### src/rtl/bcd_pkg.sv
// Shared types and helpers for the streaming BCD modulus checker.
// Holds the FSM state encoding, BCD digit constants and the legality test.
package bcd_pkg;

    typedef enum logic {
        ACCUM = 1'b0,
        DONE  = 1'b1
    } state_t;

    localparam int BCD_W   = 4;
    localparam int BCD_MAX = 9;

    function automatic logic is_bcd(input logic [BCD_W-1:0] digit);
        return digit <= BCD_W'(BCD_MAX);
    endfunction

endpackage

### src/rtl/bcd_mod_step.sv
// One Horner step of the decimal remainder: rem_out = (rem_in*10 + digit) mod MODULUS.
// Illegal digits contribute 0 so the remainder stays defined; the error is tracked upstream.
module bcd_mod_step
    import bcd_pkg::*;
#(
    parameter  int MODULUS = 3,
    localparam int REM_W   = $clog2(MODULUS)
) (
    input  logic [REM_W-1:0] rem_in_i,
    input  logic [BCD_W-1:0] digit_i,
    output logic [REM_W-1:0] rem_out_o
);
    // Wide enough for the worst case 10*(MODULUS-1)+9 = 10*MODULUS-1.
    localparam int SUM_W = $clog2(10 * MODULUS);

    logic [BCD_W-1:0] digit_eff;
    logic [SUM_W-1:0] acc;

    assign digit_eff = is_bcd(digit_i) ? digit_i : '0;
    assign acc       = SUM_W'(rem_in_i) * SUM_W'(10) + SUM_W'(digit_eff);
    assign rem_out_o = REM_W'(acc % SUM_W'(MODULUS));
endmodule

### config.mk
export PLATFORM = sky130hd
export DESIGN_NAME = bcd_mod_step
export DESIGN_NICKNAME = d
export VERILOG_FILES = /design/src/rtl/bcd_pkg.sv /design/src/rtl/bcd_mod_step.sv
export SDC_FILE = /design/constraint.sdc
export NUM_CORES = 1
export LEC_CHECK = 0
export CAP_MARGIN = 20
export CORE_AREA = 4 4 41 43
export DETAILED_ROUTE_END_ITERATION = 7
export DIE_AREA = 0 0 45 47
export PLACE_DENSITY = 0.59
export SETUP_SLACK_MARGIN = 0.3
export SLEW_MARGIN = 40
export SYNTH_ARGS = -nofsm -noshare
export SYNTH_HDL_FRONTEND = slang
export SYNTH_SLANG_ARGS = --single-unit
### constraint.sdc
create_clock -name vclk -period 7.8
set_clock_uncertainty 0.1 [all_clocks]
set_input_delay 1.56 -clock vclk [all_inputs]
set_output_delay 1.56 -clock vclk [all_outputs]
set_load 0.02 [all_outputs]
==> qor.txt, run 1 <==
outcome = complete, no violations
start point of the critical path = digit_i[1]
relative max-transition margin = 74.0%
layout-stage area growth over the synthesis result = 27.0%
Core Rows = 13
number of distinct standard cells referenced by the synthesized netlist = 32
via density per instance = 5.27
Max VDD drop = 39.7 uV
average cell area after synthesis = 7.19 um2
total area of multi-input combinational cells = 349 um2
post-route DRC violation count = 0
number of endpoints failing setup at the final stage = 0
commonest non-fill, non-tap cell in the layout = sky130_fd_sc_hd__clkdlybuf4s50_1
largest fanout on the critical path = 9
pre-CTS setup slack = 0.345 ns
Post-Route Hold Slack = 3.87 ns
highest-count cells in the layout ignoring fill and taps = sky130_fd_sc_hd__clkdlybuf4s50_1, sky130_fd_sc_hd__nand2_1, sky130_fd_sc_hd__ha_1, sky130_fd_sc_hd__inv_1
reported leakage power = 0.212 nW
clock buffer count = 0
count of endpoints failing hold in the final timing report = 0
CP Data Required Time = 6.14 ns
number of nets in the finished design = 72
Setup WS post-layout = 0.567 ns
fraction of layout cells with a size suffix above 1 = 8.62%
Layout Cells excl Fill = 73
diode insertion count for antenna repair = 0
height of the die = 47 um
fin crit period = 7.23 ns
initial detailed-routing violation count = 9
Synth Net Count = 63
share of synthesized area occupied by flip-flops and latches = 0%
gp weighted congestion = 0.682
pin slew with the least headroom to its limit = 0.387 ns
crit path launch type = input pin
power density relative to cell area = 127 nW/um2
top cells by area, synth = sky130_fd_sc_hd__ha_1, sky130_fd_sc_hd__fa_1, sky130_fd_sc_hd__nand2_1, sky130_fd_sc_hd__or3_1, sky130_fd_sc_hd__o22a_1
sequential standard cell area = 0 um2
cell taking the most area after synthesis = sky130_fd_sc_hd__ha_1
Achievable Freq = 138 MHz
Horiz. Die Dim = 45 um
number of iterations in the first detailed-routing pass = 4
area of the die = 2120 um2
Avg WL per Cell = 9.88 um
fraction of the core area covered by cells at the end of the flow = 35.8%
cell area after placement = 460 um2
GRT Residual Overflow = 0
total of buffers placed on input and output ports = 8
vias after detailed routing = 385
worst hold-check path type = in2out
seq_cells = 0
capturing element type of the critical path = primary output
Total Routed Length = 721 um
core area = 1300 um2
antenna violations before repair = 0
MaxCap Viol Count = 0
Post-Layout Inst Area = 465 um2
Worst EP arrival = 5.57 ns
maximum number of pins on one net before global-route repair = 10
post-layout total power = 0.0589 mW
critical path type = in2out
# fillers = 154
final worst path period share = 92.7%
Worst Setup EP = rem_out_o[1]
cell area after synthesis = 367 um2
Synth top area share = 17.1%
post-synthesis cell count = 51
global-route wire length before repair = 1160 um
Yosys warnings = 0
initial core utilization = 28.2%
Fin Setup TNS = 0 ns
DP HPWL = 634 um
Hold-fix buffers, CTS = 0
top-level I/O count = 8
all-layer global routing usage = 6.86%
final antenna-violating net count = 0
unrepaired setup endpoints after global routing = false
number of global-route vias before repair = 279
number of pins with negative max-slew slack in the final report = 0
Cells after DPL = 73
-- report_power, final --
part	total [mW]	internal, mW	switching [mW]
Clock	0	0	0
Sequential	0	0	0
Combinational	0.0589	0.0295	0.0294
Total	0.0589	0.0295	0.0294
-- layer usage --
layer / vias to the layer above / GRT usage, % / share of wire, %
li1: 203 / - / -
met1: 177 / 11.1 / 51
met2: 5 / 10.7 / 46
met3: 0 / 0 / 3.2
met4: 0 / 0 / 0
met5: - / 0 / 0
-- kinds of logic (layout without fill, tap and decap cells) --
group	after synthesis	count (layout)	share of synthesized area, %
AOI/OAI and AO/OA	12	12	21.8
buffers and inverters	5	12	5.46
adders and majority gates	6	6	22.5
muxes	1	1	4.09
and+or+nand+nor	24	24	36.9
xor gates and xnor gates	3	3	9.22
-- how the worst min path moves through the flow --
stage	end	depth (start not counted)	slack [ns]	from
finish	rem_out_o[0]	5	3.87	digit_i[0]
global placement	rem_out_o[0]	5	4.20	digit_i[0]
CTS	rem_out_o[0]	5	4.21	digit_i[0]
detailed placement	rem_out_o[0]	5	4.21	digit_i[0]
global route	rem_out_o[0]	5	3.95	digit_i[0]
floorplan	rem_out_o[0]	3	3.28	digit_i[0]
-- synth_stat cells --
master,n
sky130_fd_sc_hd__xnor2_1,1
sky130_fd_sc_hd__nor2b_1,2
sky130_fd_sc_hd__o21ai_0,1
sky130_fd_sc_hd__inv_1,4
sky130_fd_sc_hd__buf_2,1
sky130_fd_sc_hd__o22a_1,2
sky130_fd_sc_hd__or4_1,1
sky130_fd_sc_hd__nor4_1,1
sky130_fd_sc_hd__nand3b_1,1
sky130_fd_sc_hd__nand2b_1,1
sky130_fd_sc_hd__xor2_1,1
sky130_fd_sc_hd__a21oi_1,3
sky130_fd_sc_hd__a32oi_1,1
sky130_fd_sc_hd__or2_2,1
sky130_fd_sc_hd__or2_1,1
sky130_fd_sc_hd__xnor2_2,1
sky130_fd_sc_hd__fa_1,1
sky130_fd_sc_hd__nor2_1,1
sky130_fd_sc_hd__mux2_4,1
sky130_fd_sc_hd__and3_1,2
sky130_fd_sc_hd__o21ai_1,1
sky130_fd_sc_hd__nor3_1,2
sky130_fd_sc_hd__nand2_1,5
sky130_fd_sc_hd__ha_1,5
sky130_fd_sc_hd__nand3_1,1
sky130_fd_sc_hd__nand2_2,1
sky130_fd_sc_hd__o31ai_1,1
sky130_fd_sc_hd__a31oi_1,1
sky130_fd_sc_hd__or3_1,3
sky130_fd_sc_hd__a211oi_1,1
sky130_fd_sc_hd__o21a_1,1
sky130_fd_sc_hd__nor3b_1,1
-- cell type report --
| class | instances | share of cell area [%] |
|---|---|---|
| inverters | 4 | 3.23 |
| multi-input cells | 46 | 75.0 |
| well taps | 15 | 4.03 |
| repair buffers | 8 | 17.7 |
-- critical path, cell delays in order --
cell                              delay [ns]
sky130_fd_sc_hd__clkdlybuf4s50_1        0.48
sky130_fd_sc_hd__nor2b_1                0.16
sky130_fd_sc_hd__ha_1                   0.18
sky130_fd_sc_hd__inv_1                  0.06
sky130_fd_sc_hd__fa_2                   0.63
sky130_fd_sc_hd__xnor2_1                0.11
sky130_fd_sc_hd__and3_1                 0.19
sky130_fd_sc_hd__or2_2                  0.28
sky130_fd_sc_hd__nand2_1                0.07
sky130_fd_sc_hd__nand2_1                0.05
sky130_fd_sc_hd__ha_1                   0.20
sky130_fd_sc_hd__mux2_4                 0.27
sky130_fd_sc_hd__o22a_1                 0.24
sky130_fd_sc_hd__or3_1                  0.36
sky130_fd_sc_hd__o22a_1                 0.19
sky130_fd_sc_hd__clkdlybuf4s50_1        0.53
-- repair_timing --
item                       CTS  global route
buffers inserted             0             0
setup endpoints to repair    0             2
resized for setup            0             2
Power figures use the tool's default switching activity.
==> run 2, diff against run 1 <==
Settings changed: CAP_MARGIN 20 to 30, GPL_ROUTABILITY_DRIVEN set to 0.
==> results of run 2 <==
Final layout, timing and power as in run 1 (identical DEF).
